## src/rtl/pipe_pkg.sv

```systemverilog
`default_nettype none
// +----------------------------------------------------------------------+
// | pipe_pkg : shared types and constants for the skid pipeline stage    |
// | Rev 1.0                                                              |
// +----------------------------------------------------------------------+
package pipe_pkg;

  localparam int WB_W       = 5;
  localparam int M_W        = 10;
  localparam int EX_W       = 10;
  localparam int CTRL_W_DEF = WB_W + M_W + EX_W;

  localparam logic [CTRL_W_DEF-1:0] NOP_CTRL = '0;

  typedef enum logic [1:0] {
    EMPTY = 2'd0,
    ONE   = 2'd1,
    FULL  = 2'd2
  } state_t;

endpackage
`default_nettype wire

```

## src/rtl/pipe_slot.sv

```systemverilog
`default_nettype none
// +----------------------------------------------------------------------+
// | pipe_slot : enable-loaded ctrl/data register pair with ctrl clear    |
// | Rev 1.0                                                              |
// +----------------------------------------------------------------------+
module pipe_slot #(
  parameter int CTRL_W = 25,
  parameter int DATA_W = 192
) (
  input  logic              clk,
  input  logic              rst_n,
  input  logic              i_load,
  input  logic              i_clr_ctrl,
  input  logic [CTRL_W-1:0] i_ctrl,
  input  logic [DATA_W-1:0] i_data,
  output logic [CTRL_W-1:0] o_ctrl,
  output logic [DATA_W-1:0] o_data
);

  logic [CTRL_W-1:0] r_ctrl;
  logic [DATA_W-1:0] r_data;

  // Clear wins over load so a killed slot can never hold a live instruction.
  always_ff @(posedge clk or negedge rst_n) begin
    if (!rst_n) begin
      r_ctrl <= '0;
    end else if (i_clr_ctrl) begin
      r_ctrl <= '0;
    end else if (i_load) begin
      r_ctrl <= i_ctrl;
    end
  end

  always_ff @(posedge clk or negedge rst_n) begin
    if (!rst_n) begin
      r_data <= '0;
    end else if (i_load) begin
      r_data <= i_data;
    end
  end

  assign o_ctrl = r_ctrl;
  assign o_data = r_data;

endmodule
`default_nettype wire

```

## src/rtl/pipe_stage_skid.sv

```systemverilog
`default_nettype none
// +----------------------------------------------------------------------+
// | pipe_stage_skid : valid/ready pipeline register with 2-entry skid,   |
// | flush-to-NOP and saturating stall counter.  Rev 1.0                  |
// +----------------------------------------------------------------------+
module pipe_stage_skid
  import pipe_pkg::*;
#(
  parameter int CTRL_W = CTRL_W_DEF,
  parameter int DATA_W = 192,
  parameter int CNT_W  = 16
) (
  input  logic              clk,
  input  logic              rst_n,
  input  logic              flush,
  input  logic              in_valid,
  output logic              in_ready,
  input  logic [CTRL_W-1:0] in_ctrl,
  input  logic [DATA_W-1:0] in_data,
  output logic              out_valid,
  input  logic              out_ready,
  output logic [CTRL_W-1:0] out_ctrl,
  output logic [DATA_W-1:0] out_data,
  output logic [1:0]        occupancy,
  output logic [CNT_W-1:0]  stall_cycles
);

  state_t            r_state;
  state_t            w_state_nxt;
  logic [CNT_W-1:0]  r_stall;

  logic              w_in_fire;
  logic              w_out_fire;

  logic              w_main_load;
  logic              w_main_clr;
  logic [CTRL_W-1:0] w_main_ctrl_d;
  logic [DATA_W-1:0] w_main_data_d;
  logic [CTRL_W-1:0] w_main_ctrl;
  logic [DATA_W-1:0] w_main_data;

  logic              w_skid_load;
  logic              w_skid_clr;
  logic [CTRL_W-1:0] w_skid_ctrl;
  logic [DATA_W-1:0] w_skid_data;

  assign w_in_fire  = in_valid & in_ready;
  assign w_out_fire = out_valid & out_ready;

  always_ff @(posedge clk or negedge rst_n) begin
    if (!rst_n) begin
      r_state <= EMPTY;
    end else begin
      r_state <= w_state_nxt;
    end
  end

  always_comb begin
    w_state_nxt = r_state;
    if (flush) begin
      w_state_nxt = EMPTY;
    end else begin
      case (r_state)
        EMPTY:   if (w_in_fire) w_state_nxt = ONE;
        ONE: begin
          if (w_in_fire && !w_out_fire)      w_state_nxt = FULL;
          else if (!w_in_fire && w_out_fire) w_state_nxt = EMPTY;
        end
        FULL:    if (w_out_fire) w_state_nxt = ONE;
        default: w_state_nxt = EMPTY;
      endcase
    end
  end

  // Handshake outputs come only from r_state, so ready never sees out_ready.
  always_comb begin
    in_ready      = (r_state != FULL);
    out_valid     = (r_state != EMPTY);
    occupancy     = 2'd0;
    w_main_load   = 1'b0;
    w_main_clr    = flush;
    w_skid_load   = 1'b0;
    w_skid_clr    = flush;
    w_main_ctrl_d = in_ctrl;
    w_main_data_d = in_data;
    case (r_state)
      EMPTY: begin
        occupancy   = 2'd0;
        w_main_load = w_in_fire & ~flush;
      end
      ONE: begin
        occupancy   = 2'd1;
        w_main_load = w_in_fire & w_out_fire & ~flush;
        w_skid_load = w_in_fire & ~w_out_fire & ~flush;
        w_main_clr  = flush | (~w_in_fire & w_out_fire);
      end
      FULL: begin
        occupancy     = 2'd2;
        w_main_load   = w_out_fire & ~flush;
        w_skid_clr    = flush | w_out_fire;
        w_main_ctrl_d = w_skid_ctrl;
        w_main_data_d = w_skid_data;
      end
      default: occupancy = 2'd0;
    endcase
    out_ctrl = out_valid ? w_main_ctrl : '0;
  end

  assign out_data     = w_main_data;
  assign stall_cycles = r_stall;

  always_ff @(posedge clk or negedge rst_n) begin
    if (!rst_n) begin
      r_stall <= '0;
    end else if (out_valid && !out_ready && (r_stall != {CNT_W{1'b1}})) begin
      r_stall <= r_stall + 1'b1;
    end
  end

  pipe_slot #(
    .CTRL_W (CTRL_W),
    .DATA_W (DATA_W)
  ) u_main (
    .clk        (clk),
    .rst_n      (rst_n),
    .i_load     (w_main_load),
    .i_clr_ctrl (w_main_clr),
    .i_ctrl     (w_main_ctrl_d),
    .i_data     (w_main_data_d),
    .o_ctrl     (w_main_ctrl),
    .o_data     (w_main_data)
  );

  pipe_slot #(
    .CTRL_W (CTRL_W),
    .DATA_W (DATA_W)
  ) u_skid (
    .clk        (clk),
    .rst_n      (rst_n),
    .i_load     (w_skid_load),
    .i_clr_ctrl (w_skid_clr),
    .i_ctrl     (in_ctrl),
    .i_data     (in_data),
    .o_ctrl     (w_skid_ctrl),
    .o_data     (w_skid_data)
  );

endmodule
`default_nettype wire

```

## config.mk

```make
export PLATFORM = sky130hd
export DESIGN_NAME = pipe_stage_skid
export DESIGN_NICKNAME = d
export VERILOG_FILES = /design/src/rtl/pipe_pkg.sv /design/src/rtl/pipe_slot.sv /design/src/rtl/pipe_stage_skid.sv
export SDC_FILE = /design/constraint.sdc
export NUM_CORES = 1
export LEC_CHECK = 0
export CORE_MARGIN = 5
export CORE_UTILIZATION = 55
export CTS_BUF_LIST = sky130_fd_sc_hd__clkbuf_4 sky130_fd_sc_hd__clkbuf_8 sky130_fd_sc_hd__clkbuf_16
export CTS_CLUSTER_SIZE = 40
export DETAILED_ROUTE_END_ITERATION = 8
export PLACE_DENSITY = 0.95
export SLEW_MARGIN = 10
export SYNTH_ARGS = -nofsm -noshare
export SYNTH_HDL_FRONTEND = slang
export SYNTH_HIERARCHICAL = 1
export SYNTH_SLANG_ARGS = --single-unit
```

## constraint.sdc

```tcl
create_clock -name clk -period 3.9 [get_ports clk]
set_input_delay 0.975 -clock clk [delete_from_list [all_inputs] [get_ports clk]]
set_output_delay 0.975 -clock clk [all_outputs]
set_load 0.05 [all_outputs]
```

-- Word-level counts from Yosys, hierarchy flattened
Cells that the tools add are included.
- bits in registers: 452
- latch bits: 0
- bits in writable memories: 0
- ROM bits: 0
- bits of input ports: 222
- output and inout bits: 237
- logic and storage cells: 58
- memories: 0
- $add $sub $neg: 1
- $mul: 0
- divide/modulo/power cells: 0
- order comparisons: 0
- equality and inequality tests: 7
- shift-type cells: 0
- mux-type cells: 18
- bitwise logic cells: 14
- reduce and logical (&&, ||, !) cells: 12
- operators by type and width (kind ; count):
    192-bit 2-to-1 mux ; 1
    25-bit 2-to-1 mux ; 6
    16-bit by 1-bit adder with 16-bit output, second input constant ; 1
    16-bit != test, second input constant ; 1
    2-bit 2-to-1 mux ; 5
    1-bit bitwise AND ; 9
    3-bit != test, second input constant ; 2
    2-bit case mux with 3 select lines ; 1
    2-bit nonzero test ; 3
    1-bit logical AND ; 4
    4-bit != test, second input constant ; 1
    2-bit case mux with 2 select lines ; 1
    1-bit logical NOT ; 3
    1-bit 2-to-1 mux ; 3
    1-bit NOT ; 3
    1-bit case mux with 3 select lines ; 1
    3-bit AND reduction ; 1
    2-bit by 1-bit equality test with 1-bit output, second input constant ; 1
    2-bit equality test, second input constant ; 1
    2-bit logical NOT ; 1
    2-bit != test, second input constant ; 1
    1-bit OR ; 2

-- Depth between registers and ports, before layout
- depth after elaboration: 8
- depth in mapped cells: 13
- gate-level depth less buffers: 8

-- Hierarchy
Netlist, hierarchy kept.
- by module, submodules not included (module ; instances ; cells each ; area each (um^2) ; sequential area each (um^2)):
    pipe_slot ; 2 ; 486 ; 8562.0 ; 5430.2
    pipe_stage_skid ; 1 ; 376 ; 3777.4 ; 450.4

-- Worst setup path before layout
No wires, ideal clock.
- kind: register to output
- from: register r_state[0]
- to: output out_ctrl[10]
- arrival time: 1.733 ns
- path slack: 1.192 ns
- cell stages (with the launch flop): 6
- buffers on the path: 2
- cell sequence: dfrtp_1 > inv_1 > ha_1 > buf_2 > clkbuf_1 > nor2b_1
- word-level cells in the longest chain between the ends: 2
- RTL lines (item ; line ; source):
    start, declared ; pipe_stage_skid.sv:28 ; state_t r_state;
    start signal, assigned ; pipe_stage_skid.sv:54 ; r_state <= w_state_nxt;
    2-bit nonzero test ; pipe_stage_skid.sv:78 ; out_valid = (r_state != EMPTY);
    25-bit 2-to-1 mux ; pipe_stage_skid.sv:106 ; out_ctrl = out_valid ? w_main_ctrl : '0;
    end, declared ; pipe_stage_skid.sv:22 ; output logic [CTRL_W-1:0] out_ctrl,
Every way passes these cells.

-- Worst setup path in the final report
- from: register r_state[0]
- to: output out_ctrl[9]
The elaborated chain is that of the path after synthesis.

==> flow_summary.toml <==
[timing]
slew_headroom = 0.359
hold_viol_final = 0
finalHoldWorstSlack_ns = 0.489
setup_viol = 0
finClkSkew_ns = 0.0165
fin_crit_ns = 3.62
setup_tns_ns = 0
worstMarginPinSlew_ns = 0.962
fmax_mhz = 277
rsz0062_at_grt = "false"
timing.final.crit_share = 0.927
drv_slew = 0

[synth]
synthDistinctLibCells = 41
syn-cell-area_um2 = 20900
async_flop_share = 1.00
synth-seq-cells = 452
ys_warn_count = 6
netlist_instances = 1348
synth_top_flop_cell = "dfrtp_1"
synth_top_area_frac = 0.541
ys_seq_area_frac = 0.541
synth_nets = 1576
syn_area_per_cell_um2 = 15.5
synth.area.top_cells = "dfrtp_1 (54%), mux2_2 (21%), mux2_4 (15%)"
synth_top_area_cell = "dfrtp_1"
synth_edf_count = 0

[critical_path]
cp-start-kind = "register"
cp-endpoint = "out_ctrl[9]"
cp.arrival_ns = 2.64
critPathLaunch = "r_state[0]"
worstSetupPathType = "reg2out"
endpoint_kind = "primary output"
rrSetupSlack_ns = 0.85
r2r.worst_path.cells = 6
reg2reg_from = "r_state[0]"
required_ns = 2.92
rr_endpoint = "u_main/o_data[93]"
path_max_fanout = 30

[power_and_ir_drop]
p_leak_nw = 11.7
p_sw_w = 0.00948
power_frac_seq = 0.344
ir_drop_uv = 717
p_int_w = 0.0143
switching_share = 0.398
powerDensity_nw_per_um2 = 862
clkPwrFrac = 0.190
p_comb_frac = 0.465
finalPower_w = 0.0238

[grt]
grt_pass1_wl_mm = 86.9
grt_util_all_layers = 0.263
antenna_found_initial = 7
grt_pass1_vias = 14938
grt_max_degree = 118
grt-ovfl-total = 0

[clocking]
cts_htree_levels = 2
clkLatencyLatePin_ns = 0.57
cts-buffers-inserted = 47
cts_root_buf = "clkbuf_16"
clkSinkCount = 452
clkTransAtPathRegs_ns = 0.06
cts_tree = "done"
clock_path_buffers = 3

[routing]
wl_per_cell_um = 23.7
first_pass_iters = 5
drc = 0
vias = 12952
wirelength_mm = 56.0
viasPerCell = 5.49
ant_nets = 0
drtIter0Drc = 567

[floorplanning]
die_area_um2 = 42000
core_area_um2 = 37600
ioPinCount = 459
die_h_um = 205
fp.dieW_um = 205
rows = 71
start_util = 0.556

[finish]
mostFrequentLayoutCells = "clkdlybuf4s50_1 (457), dfrtp_1 (452), mux2_2 (393), mux2_4 (210), nor2_1 (54)"
finalNetCount = 2033
final_common_cell = "clkdlybuf4s50_1"
drive_gt1_frac = 0.398
fill_cells = 2183
stdcell_area_um2 = 27600
area_growth_pct = 32.2

[placed_design]
dpl.hpwl_mm = 37.3
io_buffers = 458
routabilityCongestion = 0.845
placed_area_um2 = 26000

[hold_path]
hold_path.class = "in2async"

[status]
status = "finished, final reports clean"

[flow_run]
max-cap-violations = 0
## how the worst min path moves through the flow
| stage | from | endpoint | cells past startpoint |
|---|---|---|---|
| floorplan | u_skid/o_data[0] | u_skid/o_data[0] | 1 |
| global placement | u_skid/o_data[52] | u_skid/o_data[52] | 1 |
| detailed placement | u_skid/o_data[191] | u_skid/o_data[191] | 1 |
| CTS | rst_n | u_skid/o_data[141] | 1 |
| global route | rst_n | u_skid/o_data[141] | 1 |
| finish | rst_n | u_skid/o_data[141] | 1 |
## final cells by class
type,instances,area [um^2],area share
Timing Repair Buffer,492,5060,0.183
Tap cell,511,639,0.0231
Antenna cell,6,15.0,0.000543
Inverter,5,18.8,0.000679
Clock buffer,74,1460,0.0528
Clock inverter,14,123,0.00444
Sequential cell,452,11300,0.409
Multi-Input combinational cell,807,9010,0.326
## cells by family (layout without fill, tap and decap cells)
logic type	count (synthesis)	in the layout	synth area share
AOI/OAI and AO/OA	16	16	0.00515
muxes	653	653	0.387
adders and majority gates	6	6	0.00359
DFF	452	452	0.541
buffers and inverters	89	585	0.0291
and+or+nand+nor	122	122	0.0303
other	0	6	0
xor gates and xnor gates	10	10	0.00419
## per-layer routing
layer / up-vias / track usage / share of wire / wire length (um)
li1: 5717 / - / - / -
met1: 6637 / 0.304 / 0.38 / 21000
met2: 448 / 0.454 / 0.51 / 28700
met3: 148 / 0.0725 / 0.068 / 3800
met4: 2 / 0.125 / 0.045 / 2500
met5: - / 0 / 0.00036 / 20
## stage by stage
step                worst slack [ns]  cells  utilization
floorplan                       1.19   1348            -
global placement               0.682   2267        0.693
detailed placement             0.528   2267        0.693
CTS                            0.246   2355        0.735
global route                   0.138   2361        0.735
finish                         0.284   2361        0.735
## synth_stat cells, types with 2 or more instances
library cell,number
a21oi_1,3
a31oi_1,2
and3_1,2
buf_1,2
buf_2,20
buf_6,33
clkbuf_1,28
dfrtp_1,452
ha_1,6
inv_1,5
mux2_2,393
mux2_4,210
mux2i_1,50
nand2_1,5
nand2b_1,2
nand3_1,5
nand4_1,5
nor2_1,54
nor2b_1,27
nor3_1,9
nor4_2,2
o21a_1,2
o21ai_0,3
or3_1,3
xor2_1,9
## state kept, by name, summed over array words and instances, names as in the netlist
name,count
u_main/o_data,192
u_skid/o_ctrl,25
u_main/o_ctrl,25
u_skid/o_data,192
r_state,2
stall_cycles,16
## power by group through the flow
stage | Sequential [W] | Combinational, W | Clock (W)
final | 0.00820 | 0.0111 | 0.00453
after global routing | 0.00842 | 0.0115 | 0.00483
after CTS | 0.00818 | 0.0111 | 0.00463
after detailed placement | 0.00815 | 0.0110 | 0
after global placement | 0.00797 | 0.0107 | 0
after floorplan | 0.0115 | 0.00390 | 0
## timing repair
action / in CTS / in global routing
gates resized for setup: 1 / 0
setup buffers: 0 / 0
setup endpoints to repair: 26 / 0
hold buffers: 0 / 0
## worst max-delay path: stages (launching register included)
cell and delay (ns):
dfrtp_1 0.41, inv_1 0.19, ha_2 0.59, nor2b_1 0.14, clkdlybuf4s50_1 0.74
Power figures use the tool's default switching activity.
